<file path="config.mk">
export PLATFORM = sky130hd
export DESIGN_NAME = conv_mac_sequencer_flat
export DESIGN_NICKNAME = d
export VERILOG_FILES = /design/src/rtl/conv_pkg.sv /design/src/rtl/conv_mac_sequencer_if.sv /design/src/rtl/seq_loop_cnt.sv /design/src/rtl/conv_mac_sequencer.sv /design/src/flat_wrapper.sv
export SDC_FILE = /design/constraint.sdc
export NUM_CORES = 1
export LEC_CHECK = 0
export CORE_MARGIN = 1
export CORE_UTILIZATION = 46
export DETAILED_ROUTE_END_ITERATION = 10
export GPL_ROUTABILITY_DRIVEN = 0
export GPL_TIMING_DRIVEN = 0
export PLACE_DENSITY = 0.77
export SLEW_MARGIN = 10
export SYNTH_ARGS = -nofsm -noshare
export SYNTH_HDL_FRONTEND = slang
export SYNTH_SLANG_ARGS = --single-unit
</file>
<file path="constraint.sdc">
create_clock -name clk -period 2.5 [get_ports clk]
set_input_delay 0.5 -clock clk [delete_from_list [all_inputs] [get_ports clk]]
set_output_delay 0.5 -clock clk [all_outputs]
set_load 0.02 [all_outputs]
</file>
<file path="src/rtl/conv_pkg.sv">
// Shared definitions for the CONV MAC loop sequencer: default widths,
// controller state encoding and the beat info-word packing helper.
package conv_pkg;

    localparam int TAPW   = 4;
    localparam int GRPW   = 6;
    localparam int POSW   = 10;
    localparam int AW     = 12;
    localparam int INFOW1 = 11;

    typedef enum logic [1:0] {
        ST_IDLE = 2'd0,
        ST_RUN  = 2'd1,
        ST_FIN  = 2'd2
    } seq_state_e;

    // Info word layout: MSB is the fc flag, the rest is the weights size.
    function automatic logic [INFOW1-1:0] pack_info(input logic fc,
                                                    input logic [INFOW1-2:0] wsize);
        return {fc, wsize};
    endfunction

endpackage

</file>
<file path="src/rtl/conv_mac_sequencer_if.sv">
// Beat stream from the sequencer to the distributer m1_* side.
// The master drives address, markers and info; the slave returns ready.
interface conv_mac_sequencer_if #(
    parameter int AW     = conv_pkg::AW,
    parameter int INFOW1 = conv_pkg::INFOW1
);
    logic [AW-1:0]     fb_addr;
    logic              seq_valid;
    logic              seq_ready;
    logic              seq_first;
    logic              seq_last;
    logic [INFOW1-1:0] seq_info;

    modport master (
        output fb_addr, seq_valid, seq_first, seq_last, seq_info,
        input  seq_ready
    );

    modport slave (
        input  fb_addr, seq_valid, seq_first, seq_last, seq_info,
        output seq_ready
    );
endinterface

</file>
<file path="src/rtl/seq_loop_cnt.sv">
// Wrap counter for one loop level: counts 0..limit-1 while enabled and
// flags the wrapping step so the next (outer) level can be chained on it.
module seq_loop_cnt #(
    parameter int W = 4
) (
    input  logic         clk,
    input  logic         rst_n,
    input  logic         clr_i,
    input  logic         en_i,
    input  logic [W-1:0] limit_i,
    output logic [W-1:0] cnt_o,
    output logic         last_o,
    output logic         wrap_o
);
    logic [W-1:0] cnt_q;
    logic [W-1:0] cnt_d;

    assign last_o = (cnt_q == (limit_i - W'(1)));
    assign wrap_o = en_i && last_o;
    assign cnt_o  = cnt_q;

    // Next count: clear dominates, otherwise step or wrap back to zero.
    always_comb begin
        cnt_d = cnt_q;
        if (clr_i)
            cnt_d = '0;
        else if (en_i)
            cnt_d = last_o ? '0 : cnt_q + W'(1);
    end

    // Count register.
    always_ff @(posedge clk or negedge rst_n) begin
        if (!rst_n)
            cnt_q <= '0;
        else
            cnt_q <= cnt_d;
    end
endmodule

</file>
<file path="src/rtl/conv_mac_sequencer.sv">
// CONV MAC loop sequencer for one layer tile. Walks channel groups (inner),
// kernel taps, then output positions, emitting one feature-buffer beat per
// handshake. Optional performance counters are built when SEQ_PERF_CNT_EN
// is defined.
//
// state | meaning
// IDLE  | waiting for cfg_start; zero-size configs rejected here
// RUN   | presenting beats, counters advance on handshake
// FIN   | one-cycle done pulse, then back to IDLE
module conv_mac_sequencer
    import conv_pkg::*;
#(
    parameter int TAPW_P   = TAPW,
    parameter int GRPW_P   = GRPW,
    parameter int POSW_P   = POSW,
    parameter int AW_P     = AW,
    parameter int INFOW1_P = INFOW1
) (
    input  logic                clk,
    input  logic                rst_n,
    input  logic                cfg_start,
    input  logic                cfg_abort,
    input  logic [TAPW_P-1:0]   cfg_taps,
    input  logic [GRPW_P-1:0]   cfg_grps,
    input  logic [POSW_P-1:0]   cfg_npos,
    input  logic [POSW_P-1:0]   cfg_base,
    input  logic [AW_P-1:0]     cfg_addr,
    input  logic [INFOW1_P-1:0] cfg_info,
    conv_mac_sequencer_if.master seq_if,
    output logic [POSW_P-1:0]   acc_base,
    output logic [POSW_P-1:0]   acc_size,
    output logic                busy,
    output logic                done,
`ifdef SEQ_PERF_CNT_EN
    output logic [31:0]         perf_stall,
    output logic [31:0]         perf_beats,
`endif
    output logic                cfg_err
);
    seq_state_e state_q, state_d;

    logic [TAPW_P-1:0]   taps_q;
    logic [GRPW_P-1:0]   grps_q;
    logic [POSW_P-1:0]   npos_q;
    logic [POSW_P-1:0]   base_q;
    logic [INFOW1_P-1:0] info_q;
    logic [AW_P-1:0]     addr_q;
    logic                err_q;

    logic [GRPW_P-1:0]   grp_cnt;
    logic [TAPW_P-1:0]   tap_cnt;
    logic [POSW_P-1:0]   pos_cnt;
    logic                grp_last, tap_last, pos_last;
    logic                grp_wrap, tap_wrap, pos_wrap;

    logic                start_acc;
    logic                cfg_zero;
    logic                run;
    logic                hs;
    logic                adv;

    assign run       = (state_q == ST_RUN);
    assign start_acc = (state_q == ST_IDLE) && cfg_start;
    assign cfg_zero  = (cfg_taps == '0) || (cfg_grps == '0) || (cfg_npos == '0);
    assign hs        = run && seq_if.seq_ready;
    // Abort wins over a coincident handshake, so the beat is not consumed.
    assign adv       = hs && !cfg_abort;

    // Next-state logic.
    always_comb begin
        state_d = state_q;
        case (state_q)
            ST_IDLE: if (cfg_start && !cfg_zero) state_d = ST_RUN;
            ST_RUN: begin
                if (cfg_abort)
                    state_d = ST_IDLE;
                else if (pos_wrap)
                    state_d = ST_FIN;
            end
            ST_FIN:  state_d = ST_IDLE;
            default: state_d = ST_IDLE;
        endcase
    end

    // State register.
    always_ff @(posedge clk or negedge rst_n) begin
        if (!rst_n)
            state_q <= ST_IDLE;
        else
            state_q <= state_d;
    end

    // Tile configuration latched on start; error flag pulses for one cycle.
    always_ff @(posedge clk or negedge rst_n) begin
        if (!rst_n) begin
            taps_q <= '0;
            grps_q <= '0;
            npos_q <= '0;
            base_q <= '0;
            info_q <= '0;
            err_q  <= 1'b0;
        end else begin
            err_q <= start_acc && cfg_zero;
            if (start_acc) begin
                taps_q <= cfg_taps;
                grps_q <= cfg_grps;
                npos_q <= cfg_npos;
                base_q <= cfg_base;
                info_q <= cfg_info;
            end
        end
    end

    // Feature-buffer address: start address plus accepted beats, free wrap.
    always_ff @(posedge clk or negedge rst_n) begin
        if (!rst_n)
            addr_q <= '0;
        else if (start_acc)
            addr_q <= cfg_addr;
        else if (adv)
            addr_q <= addr_q + AW_P'(1);
    end

    seq_loop_cnt #(.W(GRPW_P)) u_grp_cnt (
        .clk     (clk),
        .rst_n   (rst_n),
        .clr_i   (start_acc),
        .en_i    (adv),
        .limit_i (grps_q),
        .cnt_o   (grp_cnt),
        .last_o  (grp_last),
        .wrap_o  (grp_wrap)
    );

    seq_loop_cnt #(.W(TAPW_P)) u_tap_cnt (
        .clk     (clk),
        .rst_n   (rst_n),
        .clr_i   (start_acc),
        .en_i    (grp_wrap),
        .limit_i (taps_q),
        .cnt_o   (tap_cnt),
        .last_o  (tap_last),
        .wrap_o  (tap_wrap)
    );

    seq_loop_cnt #(.W(POSW_P)) u_pos_cnt (
        .clk     (clk),
        .rst_n   (rst_n),
        .clr_i   (start_acc),
        .en_i    (tap_wrap),
        .limit_i (npos_q),
        .cnt_o   (pos_cnt),
        .last_o  (pos_last),
        .wrap_o  (pos_wrap)
    );

    assign seq_if.fb_addr   = addr_q;
    assign seq_if.seq_valid = run;
    assign seq_if.seq_first = run && (tap_cnt == '0) && (grp_cnt == '0);
    assign seq_if.seq_last  = run && tap_last && grp_last;
    assign seq_if.seq_info  = info_q;

    assign acc_base = base_q + pos_cnt;
    assign acc_size = npos_q - pos_cnt;
    assign busy     = run;
    assign done     = (state_q == ST_FIN) || err_q;
    assign cfg_err  = err_q;

`ifdef SEQ_PERF_CNT_EN
    logic [31:0] stall_q;
    logic [31:0] beats_q;

    // Saturating stall/beat counters, cleared by each start and held after.
    always_ff @(posedge clk or negedge rst_n) begin
        if (!rst_n) begin
            stall_q <= '0;
            beats_q <= '0;
        end else if (start_acc) begin
            stall_q <= '0;
            beats_q <= '0;
        end else if (run) begin
            if (!seq_if.seq_ready && (stall_q != '1))
                stall_q <= stall_q + 32'd1;
            if (seq_if.seq_ready && (beats_q != '1))
                beats_q <= beats_q + 32'd1;
        end
    end

    assign perf_stall = stall_q;
    assign perf_beats = beats_q;
`endif

endmodule

</file>
<file path="src/flat_wrapper.sv">
// flat-port wrapper written by rule: the top's interface ports become plain ports
module conv_mac_sequencer_flat import conv_pkg::*;
#(
    parameter int TAPW_P   = TAPW,
    parameter int GRPW_P   = GRPW,
    parameter int POSW_P   = POSW,
    parameter int AW_P     = AW,
    parameter int INFOW1_P = INFOW1
)
  (clk, rst_n, cfg_start, cfg_abort, cfg_taps, cfg_grps, cfg_npos, cfg_base, cfg_addr, cfg_info, acc_base, acc_size, busy, done, cfg_err, seq_if_fb_addr, seq_if_seq_valid, seq_if_seq_first, seq_if_seq_last, seq_if_seq_info, seq_if_seq_ready);
  conv_mac_sequencer_if #(.AW(AW), .INFOW1(INFOW1)) seq_if_i ();
  input  logic clk;
  input  logic rst_n;
  input  logic cfg_start;
  input  logic cfg_abort;
  input  logic [TAPW_P-1:0] cfg_taps;
  input  logic [GRPW_P-1:0] cfg_grps;
  input  logic [POSW_P-1:0] cfg_npos;
  input  logic [POSW_P-1:0] cfg_base;
  input  logic [AW_P-1:0] cfg_addr;
  input  logic [INFOW1_P-1:0] cfg_info;
  output logic [POSW_P-1:0] acc_base;
  output logic [POSW_P-1:0] acc_size;
  output logic busy;
  output logic done;
  output logic cfg_err;
  output wire logic [$bits(seq_if_i.fb_addr)-1:0] seq_if_fb_addr;
  output wire logic [$bits(seq_if_i.seq_valid)-1:0] seq_if_seq_valid;
  output wire logic [$bits(seq_if_i.seq_first)-1:0] seq_if_seq_first;
  output wire logic [$bits(seq_if_i.seq_last)-1:0] seq_if_seq_last;
  output wire logic [$bits(seq_if_i.seq_info)-1:0] seq_if_seq_info;
  input wire logic [$bits(seq_if_i.seq_ready)-1:0] seq_if_seq_ready;
  assign seq_if_fb_addr = seq_if_i.fb_addr;
  assign seq_if_seq_valid = seq_if_i.seq_valid;
  assign seq_if_seq_first = seq_if_i.seq_first;
  assign seq_if_seq_last = seq_if_i.seq_last;
  assign seq_if_seq_info = seq_if_i.seq_info;
  assign seq_if_i.seq_ready = seq_if_seq_ready;
  conv_mac_sequencer #(.TAPW_P(TAPW_P), .GRPW_P(GRPW_P), .POSW_P(POSW_P), .AW_P(AW_P), .INFOW1_P(INFOW1_P)) u_core (.clk(clk), .rst_n(rst_n), .cfg_start(cfg_start), .cfg_abort(cfg_abort), .cfg_taps(cfg_taps), .cfg_grps(cfg_grps), .cfg_npos(cfg_npos), .cfg_base(cfg_base), .cfg_addr(cfg_addr), .cfg_info(cfg_info), .seq_if(seq_if_i), .acc_base(acc_base), .acc_size(acc_size), .busy(busy), .done(done), .cfg_err(cfg_err));
endmodule
</file>
After elaboration in Yosys (flattened, before gate mapping)
Index checks and enable logic that the tools add are counted.
{"block": "totals", "ff_bits": 76, "latch_bits": 0, "ram_bits": 0, "romBits": 0, "out_inout_bits": 49, "word_cells": 69, "mem_count": 0}
{"block": "classes", "addsub": 9, "n_mul": 0, "n_div": 0, "magnitude_cmp": 0, "n_eq_ne": 7, "n_shift": 0, "muxes": 15, "n_bitwise": 0, "n_reduce_logical": 27}
{"cell": "$mux W10", "n": 3}
{"cell": "$mux W12", "n": 2}
{"cell": "$mux W6", "n": 3}
{"cell": "$add A12 B1 Y12 const B", "n": 1}
{"cell": "$logic_and A1 B1 Y1", "n": 12}
{"cell": "$logic_not A6 Y1", "n": 2}
{"cell": "$mux W4", "n": 3}
{"cell": "$add A10 B1 Y10 const B", "n": 1}
{"cell": "$add A10 B10 Y10", "n": 1}
{"cell": "$eq A10 B10 Y1", "n": 1}
{"cell": "$logic_not A10 Y1", "n": 1}
{"cell": "$sub A10 B1 Y10 const B", "n": 1}
{"cell": "$sub A10 B10 Y10", "n": 1}
{"cell": "$logic_not A4 Y1", "n": 2}
{"cell": "$add A6 B1 Y6 const B", "n": 1}
{"cell": "$eq A6 B6 Y1", "n": 1}
{"cell": "$mux W2", "n": 3}
{"cell": "$reduce_bool A2 Y1", "n": 3}
{"cell": "$sub A6 B1 Y6 const B", "n": 1}
{"cell": "$add A4 B1 Y4 const B", "n": 1}
{"cell": "$eq A4 B4 Y1", "n": 1}
{"cell": "$pmux W2 S2", "n": 1}
{"cell": "$sub A4 B1 Y4 const B", "n": 1}
{"cell": "$logic_or A1 B1 Y1", "n": 3}
{"cell": "7 further kinds", "n": 8}

Logic depth before layout (Yosys ltp)
Gate-level depths: netlist of the first run.
{"block": "logic_depth", "depth_word": 9, "depth_mapped": 10, "depth_no_buf": 10}

By module
A second synthesis of the first run with hierarchy kept.
{"block": "hier_totals", "hier_cells": 512, "hier_area_um2": 5059.9}
{"module": "conv_mac_sequencer", "n_inst": 1, "cells_per_inst": 292, "area_per_inst_um2": 3173.0, "seq_area_each_um2": 1401.3}
{"module": "seq_loop_cnt at u_core.u_pos_cnt", "n_inst": 1, "cells_per_inst": 121, "area_per_inst_um2": 987.2, "seq_area_each_um2": 250.2}
{"module": "seq_loop_cnt at u_core.u_grp_cnt", "n_inst": 1, "cells_per_inst": 66, "area_per_inst_um2": 566.8, "seq_area_each_um2": 150.1}
{"module": "seq_loop_cnt at u_core.u_tap_cnt", "n_inst": 1, "cells_per_inst": 33, "area_per_inst_um2": 332.8, "seq_area_each_um2": 100.1}

Least setup slack after synthesis of the first run
Ideal clock, no wire load.
{"block": "synth_timing", "kind": "register to output", "from": "register u_core.grps_q[0]", "to": "output port seq_if_seq_last", "t_arrival_ns": 2.259, "t_required_ns": 2.000, "slack_ns": -0.259, "path_stages_with_launch": 8, "n_path_buf": 0, "cell_sequence": "dfrtp_1 > inv_1 > ha_1 > inv_1 > or3_1 > a211oi_1 > nand2_1 > nor3b_1"}
{"block": "synth_between", "elab_chain_cells": 3}
{"element": "from (decl)", "line": "conv_mac_sequencer.sv:43", "source": "logic [GRPW_P-1:0] grps_q;"}
{"element": "from (signal assigned)", "line": "conv_mac_sequencer.sv:106", "source": "grps_q <= cfg_grps;"}
{"element": "$sub A6 B1 Y6", "line": "seq_loop_cnt.sv:18", "source": "assign last_o = (cnt_q == (limit_i - W'(1)));"}
{"element": "$eq A6 B6 Y1", "line": "seq_loop_cnt.sv:18"}
{"element": "$logic_and A1 B1 Y1", "line": "conv_mac_sequencer.sv:160", "source": "assign seq_if.seq_last = run && tap_last && grp_last;"}
{"element": "to (decl)", "line": "flat_wrapper.sv:30", "source": "output wire logic [$bits(seq_if_i.seq_last)-1:0] seq_if_seq_last;"}
Every way passes these cells.

Final worst setup path of the first run
{"block": "layout_timing", "from": "register u_core.u_pos_cnt.cnt_q[1] (netlist: u_core.u_pos_cnt.cnt_o[1])", "to": "output port acc_base[9]"}
{"block": "layout_between", "elab_chain_cells": 1}
{"element": "from (decl)", "line": "seq_loop_cnt.sv:15", "source": "logic [W-1:0] cnt_q;"}
{"element": "from (signal assigned)", "line": "seq_loop_cnt.sv:36", "source": "cnt_q <= cnt_d;"}
{"element": "$add A10 B10 Y10", "line": "conv_mac_sequencer.sv:163", "source": "assign acc_base = base_q + pos_cnt;"}
{"element": "to (decl)", "line": "flat_wrapper.sv:22", "source": "output logic [POSW_P-1:0] acc_base;"}
Every way passes these cells.

==> results of run 1 <==
[what timing repair did]
action,CTS,global route
hold endpoints to repair,0,0
resized for setup,115,48
hold buffers,0,0
buffers inserted,19,6
setup endpoints to repair,30,33
cloned,0,2
pin swaps,28,21
[layer usage]
metal	vias up	global-route usage (%)
met5	-	0
met2	178	44.3
li1	2203	-
met4	0	8.37
met1	2242	31.3
met3	34	4.82
[kinds of logic after synthesis]
kind of cell             after synthesis
flip-flops                            76
AND/OR/NAND/NOR                      257
AO/OA/AOI/OAI                         94
buffers and inverters                 55
adder cells (fa/ha/maj)               29
multiplexers                           2
XOR/XNOR                              48
[flip-flops by register name (all words and copies together) (netlist names)]
| register | count |
|---|---|
| u_core.seq_if.fb_addr | 12 |
| u_core.u_grp_cnt.cnt_o | 6 |
| u_core.u_pos_cnt.cnt_o | 10 |
| u_core.cfg_err | 1 |
| u_core.base_q | 10 |
| u_core.grps_q | 6 |
| u_core.u_tap_cnt.cnt_o | 4 |
| u_core.npos_q | 10 |
| u_core.seq_if.seq_info | 11 |
| u_core.taps_q | 4 |
| u_core.state_q | 2 |
[worst max-delay path by stage]
| stage | endpoint | cells past startpoint |
|---|---|---|
| after CTS | acc_base[9] | 9 |
| after floorplan | seq_if_seq_last | 5 |
| after global placement | u_core.u_pos_cnt.cnt_o[1] | 1 |
| after global routing | acc_base[9] | 9 |
| after detailed placement | acc_size[9] | 10 |
| final | acc_base[9] | 9 |
[through the flow]
stage	utilization (%)	cell area [µm²]	cells	setup WS, ps	setup TNS (ps)
2_1_floorplan	-	4830	561	-9.82	-9.82
3_3_place_gp	61.1	6060	800	-2050	-145790
3_5_place_dp	61.3	6080	801	-769	-13910
4_1_cts	66.0	6540	835	-571	-3830
5_1_grt	67.7	6710	842	-547	-4700
6_report	67.7	6710	842	-429	-3320
[power groups by stage]
stage	sequential [mW]	clock [mW]	combinational, mW
finish	1.68	1.10	2.45
detailed placement	1.69	0	2.25
CTS	1.67	1.09	2.32
global placement	1.68	0	2.19
floorplan	1.75	0	1.27
global route	1.71	1.16	2.64
[cells in the final DEF, fill, tap and decap left out, types with 6 or more instances in the layout]
cell | synthesis | final
sky130_fd_sc_hd__a21oi_2 | 0 | 7
sky130_fd_sc_hd__and3_1 | 9 | 9
sky130_fd_sc_hd__o21ai_0 | 36 | 30
sky130_fd_sc_hd__nor2_1 | 23 | 21
sky130_fd_sc_hd__xor2_1 | 23 | 21
sky130_fd_sc_hd__o31ai_1 | 8 | 6
sky130_fd_sc_hd__dfrtp_1 | 76 | 72
sky130_fd_sc_hd__ha_1 | 27 | 22
sky130_fd_sc_hd__buf_6 | 1 | 10
sky130_fd_sc_hd__buf_4 | 2 | 32
sky130_fd_sc_hd__clkdlybuf4s50_1 | 0 | 85
sky130_fd_sc_hd__a21o_1 | 6 | 6
sky130_fd_sc_hd__nand4_1 | 7 | 7
sky130_fd_sc_hd__nand3_1 | 19 | 18
sky130_fd_sc_hd__xnor2_1 | 25 | 23
sky130_fd_sc_hd__clkbuf_8 | 0 | 12
sky130_fd_sc_hd__nand2_1 | 142 | 141
sky130_fd_sc_hd__nor3_1 | 14 | 14
sky130_fd_sc_hd__clkbuf_1 | 14 | 11
sky130_fd_sc_hd__a21oi_1 | 19 | 12
sky130_fd_sc_hd__inv_1 | 35 | 30
[critical path: stages (launching register included)]
cell	delay [ps]
sky130_fd_sc_hd__dfrtp_2	440
sky130_fd_sc_hd__ha_4	240
sky130_fd_sc_hd__a21o_1	170
sky130_fd_sc_hd__a21oi_2	190
sky130_fd_sc_hd__o21bai_2	100
sky130_fd_sc_hd__a2111oi_4	350
sky130_fd_sc_hd__o31ai_2	120
sky130_fd_sc_hd__a21oi_2	170
sky130_fd_sc_hd__xnor2_2	120
sky130_fd_sc_hd__buf_4	160
[area by class of cell]
cell class | count | area (µm²) | share of cell area, %
inverter | 35 | 136 | 2.03
multi-input combinational | 431 | 2930 | 43.7
sequential | 76 | 1910 | 28.4
clock inverter | 4 | 72.6 | 1.08
tap | 133 | 166 | 2.48
clock buffer | 11 | 151 | 2.26
buffer | 20 | 108 | 1.60
timing repair buffer | 132 | 1240 | 18.4
==> results by group, run 1 <==
Logic synthesis
  • Post-synth net total: 648
  • Main combinational cell family by area after synthesis: simple AND/OR/NAND/NOR gates
  • Proportion of register bits with asynchronous set or reset after synthesis: 100%
  • Most numerous cell types in the synthesized netlist: sky130_fd_sc_hd__nand2_1, sky130_fd_sc_hd__dfrtp_1, sky130_fd_sc_hd__o21ai_0, sky130_fd_sc_hd__inv_1, sky130_fd_sc_hd__ha_1
  • Mux cell area share after synthesis: 0.419%
  • Cell type with the highest aggregate area in the netlist: sky130_fd_sc_hd__dfrtp_1
  • Part of the Yosys area used for sequential elements: between 30% and 40%
  • XOR/XNOR Fraction of Synth Area: about 8.8%
  • Post-Syn Area per Cell: ~8.5 µm²
  • Post-synthesis cell area: 0.00478 mm²
  • Share of the synthesized area in compound gates (AO/OA/AOI/OAI): roughly an eighth
  • Simple-gate area share of the yosys netlist: between 20% and 30%
  • Number of flops mapped to enable cells by yosys: 0
  • Synthesized flop and latch total: 76
  • Most used standard cell by instance count after synthesis: sky130_fd_sc_hd__nand2_1
  • Synthesized netlist cell count: between 500 and 600
  • Area share of the leading cell type in the synthesized netlist: 39.8%
  • Primary flip-flop cell chosen by synthesis mapping: sky130_fd_sc_hd__dfrtp_1
  • Synth Area in Adders: about 8%
  • Count of distinct cell types in the synthesized netlist: between 50 and 60
  • Largest cells by area after synthesis: sky130_fd_sc_hd__dfrtp_1, sky130_fd_sc_hd__nand2_1, sky130_fd_sc_hd__ha_1
  • Synth warnings: 0

Placement
  • HPWL reported at the end of detailed placement: roughly 9.7 mm
  • Number of input and output port buffers inserted: 106

STA
  • Final Max Slew Viols: 0
  • WHS: roughly 110 ps
  • Post-Route Skew: around 9.8 ps
  • Worst max-slew margin expressed relative to the limit: ~44%
  • Crit path setup slack, layout: -429 ps
  • Final worst path period share: 117%
  • Setup repair after global routing missed its margin: true
  • Total count of hold-check failures in the final report: 0
  • Worst Tran Pin Value: ~840 ps
  • Maximum clock rate: 341 MHz
  • Clock period minus worst slack: ~2900 ps
  • Count of endpoints failing setup in the final report: 13

Drt
  • Routed Antenna Nets: 0
  • Highest signal layer in the routed design: met4
  • Starting DRT DRC Count: 250
  • Via/cell ratio: between 5 and 6
  • Via total after detailed routing: roughly 4700
  • Detailed-routed wire length on met2: 6.94 mm
  • WL final: about 14 mm
  • Number of detailed-routing iterations run before antenna repair: 5
  • Sum of met3 wire segment lengths after detailed routing: 814 µm
  • Average detailed-routed wire length per instance: 16.3 µm
  • Met1 WL: between 5 and 6 mm
  • Remaining design rule violation count: 0

Setup path
  • Reg2Reg Launch Point: u_core.npos_q[0]
  • CP Class: flop to output port
  • Critical path fanouts, max: 2
  • CP endpoint kind: output port
  • Worst endpoint data arrival time: about 2400 ps
  • Number of cells traversed by the worst register-to-register path: 8
  • Register-to-Register Setup Slack: 40 ps
  • Required time at the endpoint of the critical path: about 2000 ps
  • Kind of start point of the critical path: flop
  • CP Launch Point: u_core.u_pos_cnt.cnt_o[1]
  • Reg-to-Reg End: u_core.u_pos_cnt.cnt_o[7]

CTS
  • CTS H-tree depth: 3
  • Source-to-sink clock delay at the later pin of the worst-skew pair: between 300 and 400 ps
  • Clk root buf: sky130_fd_sc_hd__clkbuf_8
  • Num CTS Buffers: 9
  • Clock tree buffer depth: 2
  • CTS tree: built
  • Count of clock tree sinks: 76
  • Clock-pin slew on the worst setup and hold paths: approximately 90 ps

Power and ir drop
  • Total power of the final layout: around 5.2 mW
  • Sequential share of power: about a third
  • Cell-internal power: about 3.2 mW
  • Combinational fraction of design power: a little under half
  • Switching part of the total power: between 30% and 40%
  • Power density over the cells: between 700 and 800 mW/mm²
  • VDD IR max: ~390 µV
  • Clk pwr share: between 20% and 30%
  • Leakage dissipation: slightly above 3 nW
  • Total net switching power: ~2.1 mW

Floorplanning
  • I/O pin cnt: ~110
  • Die X: slightly above 100 µm
  • Starting density of the core: roughly half
  • Num rows: 36
  • Placeable core region: about 0.0099 mm²
  • Die Area: roughly 0.011 mm²
  • Vertical die dimension: just over 100 µm

Global route
  • Via count of the first global-routing pass: between 4000 and 5000
  • Global routing usage summed across all routing layers: approximately a quarter
  • Wire length of the first global-routing pass: approximately 22 mm
  • Total global routing overflow: 0
  • Largest net degree at the start of global routing: 40
  • Antenna violations before repair: 0

Outcome
  • Run status: finished with violations
  • Failing checks: setup timing

Cells and area
  • Antenna fix cells: 0
  • # nets final: slightly below 800
  • Layout cells sized above 1: 18.2%
  • Synth-to-layout area growth: 40.5%
  • Layout filler cell count: between 800 and 900

Min path
  • Path category of the worst min-delay check: input port to async pin

Run
  • Maximum Capacitance Violations: 0
Power figures use the tool's default switching activity.
==> run 2: changes to the inputs <==
CORE_MARGIN = 5   (was 1)
CTS_CLUSTER_DIAMETER = 150   (was unset)
==> results by group, run 2 (same netlist as run 1, synthesis figures left out) <==
Cells and area
  • Flip-flop count of the largest register, all copies and words added: 12 (unchanged)
  • Most common library cell in the layout ignoring fill and taps: sky130_fd_sc_hd__nand2_1
  • Synth-to-layout area growth: 44.5%
  • Most frequent cells in the layout: sky130_fd_sc_hd__nand2_1, sky130_fd_sc_hd__clkdlybuf4s50_1, sky130_fd_sc_hd__dfrtp_1
  • Antenna fix cells: 0 (unchanged)
  • # nets final: 796 (+0.51%)
  • Layout cells sized above 1: 21.8% (+3.7 points)

Global route
  • Largest net degree at the start of global routing: 51 (+28%)
  • Wire length of the first global-routing pass: 22.3 mm (+1.7%)
  • GRT met1 Usage: 28.4% (-2.9 points)
  • Global routing usage summed across all routing layers: 21.5% (-3.8 points)
  • Grt met2 use: 35.5% (-8.8 points)
  • Busiest grt layer: met2
  • Antenna violations before repair: 0 (unchanged)
  • Via count of the first global-routing pass: 4600 (+0.39%)
  • Global-route met3 utilization: 4.13% (-0.69 points)
  • Total global routing overflow: 0 (unchanged)

Setup path
  • Number of cells traversed by the worst register-to-register path: 9 (+1)
  • Critical path fanouts, max: 2 (unchanged)
  • Largest stage delay, worst path: 450 ps (about the same)
  • Required time at the endpoint of the critical path: 2000 ps (about the same)
  • CP endpoint kind: output port
  • Kind of start point of the critical path: flop
  • Critical Path Slowest Stage Cell: sky130_fd_sc_hd__dfrtp_2
  • List of cells traversed by the critical path: ha_4 -> a21o_1 -> a21oi_2 -> o21bai_2 -> a2111oi_4 -> o31ai_1 -> a21oi_1 -> xnor2_2 -> buf_4
  • Reg-to-Reg End: u_core.u_pos_cnt.cnt_o[2]
  • CP Class: flop to output port
  • Reg2Reg Launch Point: u_core.grps_q[1]
  • Register-to-Register Setup Slack: 10 ps (-30 ps)
  • Worst endpoint data arrival time: 2510 ps (+80 ps)

Floorplanning
  • Vertical die dimension: 112 µm (+7.7%)
  • Num rows: 37 (+2.8%)
  • Die Area: 0.0125 mm² (+16%)
  • Placeable core region: 0.0102 mm² (+3.2%)
  • Starting density of the core: 46.7% (-1.5 points)
  • I/O pin cnt: 107 (unchanged)
  • Die X: 112 µm (+7.7%)

CTS
  • Count of clock tree sinks: 76 (unchanged)
  • Source-to-sink clock delay at the later pin of the worst-skew pair: 360 ps (about the same)
  • Num CTS Buffers: 9 (unchanged)
  • CTS tree: built
  • Clk root buf: sky130_fd_sc_hd__clkbuf_8
  • Clock-pin slew on the worst setup and hold paths: 90 ps (about the same)
  • CTS H-tree depth: 3 (unchanged)
  • Clock tree buffer depth: 2 (unchanged)

Run
  • Maximum Capacitance Violations: 0 (unchanged)

Drt
  • Via/cell ratio: 5.54 (+0.14%)
  • Remaining design rule violation count: 0 (unchanged)
  • Number of detailed-routing iterations run before antenna repair: 5 (unchanged)
  • Via total after detailed routing: 4708 (+1.1%)
  • Routed Antenna Nets: 0 (unchanged)
  • Starting DRT DRC Count: 270 (+8.0%)
  • Average detailed-routed wire length per instance: 16.7 µm (+2.3%)
  • WL final: 14.2 mm (+3.2%)

STA
  • Worst Tran Pin Value: 881 ps (+45.0 ps)
  • Count of endpoints failing setup in the final report: 13 (unchanged)
  • Total count of hold-check failures in the final report: 0 (unchanged)
  • Maximum clock rate: 332 MHz (-2.6%)
  • WHS: 57.7 ps (-47.6 ps)
  • Setup repair after global routing missed its margin: true
  • Final worst path period share: 120% (+3.2 points)
  • Worst max-slew margin expressed relative to the limit: 41.0% (-3.0 points)
  • Crit path setup slack, layout: -508 ps (-79.5 ps)
  • Post-Route Skew: 12.7 ps (+2.96 ps)
  • Final Max Slew Viols: 0 (unchanged)
  • Clock period minus worst slack: 3010 ps (+79.5 ps)

Min path
  • Path category of the worst min-delay check: input port to async pin

Power and ir drop
  • Power density over the cells: 778 mW/mm² (-0.12%)
  • VDD IR max: 443 µV (+13%)
  • Total power of the final layout: 5.37 mW (+2.8%)
  • Leakage dissipation: 3.16 nW (+1.7%)

Outcome
  • Failing checks: setup timing
  • Run status: finished with violations

Placement
  • HPWL reported at the end of detailed placement: 9.95 mm (+3.0%)
  • Number of input and output port buffers inserted: 106 (unchanged)
==> run 2: changes by cell type in the layout (fill, tap and decap cells not counted), sizes merged <==
cell / change
buf: +3
clkinv: +2
inv: +2
bufinv: -1
clkbuf: -1
clkdlybuf4s15: +1
clkinvlp: -1
==> run 2: area by class of cell <==
class                           count  area (µm²)
Clock buffer                       10         138
Clock inverter                      6        70.1
Tap cell                          136         170
Buffer                             20         113
Sequential cell                    76        1910
Multi-Input combinational cell    431        3070
Timing Repair Buffer              136        1300
Inverter                           35         136
Fill cell                         807        3330
==> run 2: per-layer routing <==
| layer | up-vias | part of all wire (%) |
|---|---|---|
| li1 | 2226 | - |
| met1 | 2284 | 41 |
| met2 | 167 | 50 |
| met3 | 31 | 6.6 |
| met4 | 0 | 2.2 |
| met5 | - | 0 |
==> run 2: power by group <==
part,leakage (nW),switching [mW],internal [mW],total [mW]
clock,0.107,0.511,0.498,1.01
combinational,2.11,1.40,1.27,2.67
sequential,0.949,0.246,1.44,1.69
total,3.16,2.16,3.21,5.37
==> run 2: repair_timing <==
| item | in CTS | in global routing |
|---|---|---|
| pin swaps | 31 | 31 |
| gates cloned | 0 | 2 |
| setup buffers | 22 | 11 |
| resized for setup | 140 | 65 |
| endpoints found under the setup margin | 30 | 45 |
| hold buffers | 0 | 0 |
==> run 2: worst max path at each step <==
stage / slack, ps / from / cells after the start / end
after floorplan: -10 / u_core.grps_q[0] / 5 / seq_if_seq_last
after global placement: -2080 / rst_n / 1 / u_core.u_pos_cnt.cnt_o[1]
after detailed placement: -780 / u_core.u_pos_cnt.cnt_o[1] / 9 / acc_base[9]
after CTS: -610 / u_core.base_q[1] / 9 / acc_base[9]
after global routing: -590 / u_core.u_pos_cnt.cnt_o[1] / 9 / acc_base[9]
final: -510 / u_core.u_pos_cnt.cnt_o[1] / 9 / acc_base[9]
==> run 2: metrics by stage <==
stage	worst slack, ps	cells	TNS [ps]	util, %	cell area, µm²
floorplan	-9.82	561	-9.82	-	4830
finish	-508	850	-4020	67.5	6900
CTS	-614	841	-4270	64.5	6600
detailed placement	-775	804	-14760	59.5	6090
global placement	-2080	803	-147580	59.3	6060
global route	-592	850	-5380	67.5	6900
==> run 2: worst max-delay path: cells and delay by family, from the launching register on <==
family	cells	cell delay [ps]
AOI/OAI and AO/OA	6	1170
adders and majority gates	1	240
xor gates and xnor gates	1	140
buffers and inverters	1	160
DFF	1	450
==> run 3: changes to the inputs <==
clock period = 2.75 ns   (was 2.5 ns; I/O delays follow)
==> results by group, run 3 (same netlist as run 1, synthesis figures left out) <==
Global route
  • Largest net degree at the start of global routing: 47 (-7.8%)
  • Via count of the first global-routing pass: 4817 (+4.7%)
  • Global routing usage summed across all routing layers: 22.3% (+0.75 points)
  • Total global routing overflow: 0 (unchanged)
  • Antenna violations before repair: 0 (unchanged)
  • Wire length of the first global-routing pass: 23.0 mm (+2.9%)

Power and ir drop
  • Power density over the cells: 718 mW/mm² (-7.6%)
  • Leakage dissipation: 3.02 nW (-4.6%)
  • VDD IR max: 407 µV (-8.1%)
  • Total power of the final layout: 4.70 mW (-12%)

CTS
  • Num CTS Buffers: 9 (unchanged)
  • CTS H-tree depth: 3 (unchanged)
  • Clk root buf: sky130_fd_sc_hd__clkbuf_8
  • CTS hold repair buffers: 0 (unchanged)
  • Count of clock tree sinks: 76 (unchanged)
  • Source-to-sink clock delay at the later pin of the worst-skew pair: 360 ps (about the same)
  • CTS tree: built
  • Clock tree buffer depth: 2 (unchanged)
  • Clock-pin slew on the worst setup and hold paths: 80 ps (about the same)

Cells and area
  • Synth-to-layout area growth: 37.0%
  • Final non-filler cell area: 0.00655 mm² (-5.2%)
  • Most frequent cells in the layout: sky130_fd_sc_hd__nand2_1, sky130_fd_sc_hd__clkdlybuf4s50_1, sky130_fd_sc_hd__dfrtp_1
  • # nets final: 779 (-2.1%)
  • Antenna fix cells: 0 (unchanged)
  • Most common library cell in the layout ignoring fill and taps: sky130_fd_sc_hd__nand2_1
  • Flip-flop count of the largest register, all copies and words added: 12 (unchanged)
  • Layout cells sized above 1: 13.5% (-8.3 points)
  • Finished Core Util: 64.0% (-3.5 points)

Drt
  • Starting DRT DRC Count: 257 (-4.8%)
  • Average detailed-routed wire length per instance: 16.7 µm (+0.10%)
  • Via total after detailed routing: 4579 (-2.7%)
  • Via/cell ratio: 5.50 (-0.64%)
  • WL final: 13.9 mm (-2.0%)
  • Number of detailed-routing iterations run before antenna repair: 5 (unchanged)
  • Routed Antenna Nets: 0 (unchanged)
  • Remaining design rule violation count: 0 (unchanged)

Outcome
  • Run status: finished with violations
  • Failing checks: setup timing

Floorplanning
  • Num rows: 37 (unchanged)
  • Placeable core region: 0.0102 mm² (unchanged)
  • Starting density of the core: 46.7% (unchanged)
  • I/O pin cnt: 107 (unchanged)
  • Die Area: 0.0125 mm² (unchanged)
  • Vertical die dimension: 112 µm (unchanged)
  • Die X: 112 µm (unchanged)

Setup path
  • Required time at the endpoint of the critical path: 2200 ps (+200 ps)
  • CP Class: flop to output port
  • CP endpoint kind: output port
  • Critical path fanouts, max: 2 (unchanged)
  • Kind of start point of the critical path: flop
  • Register-to-Register Setup Slack: 120 ps (+110 ps)
  • Worst endpoint data arrival time: 2530 ps (+20 ps)

Placement
  • Worst setup slack before clock tree synthesis: -751 ps (+24.7 ps)
  • Total cell area at the placement stage: 0.00604 mm² (-0.78%)
  • Number of input and output port buffers inserted: 106 (unchanged)
  • HPWL reported at the end of detailed placement: 10.3 mm (+3.7%)

STA
  • Total count of hold-check failures in the final report: 0 (unchanged)
  • Crit path setup slack, layout: -325 ps (+183 ps)
  • Maximum clock rate: about 330 MHz
  • Count of endpoints failing setup in the final report: 7 (-6)
  • Setup repair after global routing missed its margin: true
  • Worst max-slew margin expressed relative to the limit: 52.2% (+11 points)
  • Clock period minus worst slack: between 3000 and 4000 ps
  • Post-Route Skew: 7.87 ps (-4.88 ps)
  • Worst Tran Pin Value: 708 ps (-173 ps)
  • Final worst path period share: 112%
  • Final Max Slew Viols: 0 (unchanged)

Run
  • Maximum Capacitance Violations: 0 (unchanged)

Min path
  • Path category of the worst min-delay check: input port to async pin
run 3: cell types whose count changed in the layout (fill, tap and decap cells not counted), moves of 5 or more:
cell / previous run / this run
sky130_fd_sc_hd__buf_6: 14 / 2
sky130_fd_sc_hd__o21ai_0: 26 / 31
sky130_fd_sc_hd__buf_4: 34 / 26
sky130_fd_sc_hd__clkbuf_1: 8 / 14
sky130_fd_sc_hd__nor2_1: 16 / 22
sky130_fd_sc_hd__clkbuf_2: 8 / 2
sky130_fd_sc_hd__nor2_4: 6 / 1
run 3: what timing repair did:
action | CTS | global route
resized for setup | 96 | 27
pin swaps | 22 | 21
setup endpoints to repair | 19 | 13
buffers inserted | 11 | 2
run 3: metrics by stage:
stage	hold WS, ps	setup TNS, ps	instances
after detailed placement	466	-6990	804
after global routing	160	-2120	832
after global placement	460	-128000	803
final	123	-1250	832
after CTS	141	-1670	830
after floorplan	254	0	561
run 3: worst max-delay path: stages (launching register included):
cell and delay, ps:
sky130_fd_sc_hd__dfrtp_1 420, sky130_fd_sc_hd__ha_4 250, sky130_fd_sc_hd__a21o_1 170, sky130_fd_sc_hd__a21oi_2 190, sky130_fd_sc_hd__o21bai_2 110, sky130_fd_sc_hd__a2111oi_4 390
sky130_fd_sc_hd__o31ai_1 130, sky130_fd_sc_hd__a21oi_1 180, sky130_fd_sc_hd__xnor2_1 160, sky130_fd_sc_hd__buf_4 180
run 3: final cells by class:
cell class	count	area, µm²
clock buffer	12	155
inverter	35	131
multi-input combinational	430	2860
sequential	76	1910
fill	871	3680
tap	136	170
clock inverter	3	68.8
timing repair buffer	120	1150
buffer	20	100
run 3: metal layers:
layer	vias to the layer above	routed length, µm	track usage [%]
li1	2184	-	-
met1	2210	5660	26.4
met2	141	7060	38.4
met3	44	754	5.65
met4	0	428	9.33
met5	-	0	0
run 3: power by group:
part,switching (mW),leakage [nW],internal (mW)
combinational,1.19,1.96,0.985
sequential,0.223,0.949,1.31
clock,0.437,0.113,0.560
run 3: worst paths after layout:
| path | startpoint | to | cells past startpoint |
|---|---|---|---|
| max in group asynchronous | rst_n | u_core.seq_if.fb_addr[3] | 2 |
| worst min register to register | u_core.base_q[8] | u_core.base_q[8] | 2 |
| worst max-delay path | u_core.base_q[1] | acc_base[9] | 9 |
| worst max register to register | u_core.npos_q[2] | u_core.u_pos_cnt.cnt_o[2] | 9 |
| worst min-delay path | rst_n | u_core.npos_q[1] | 1 |
| min in group clk | u_core.base_q[8] | u_core.base_q[8] | 2 |
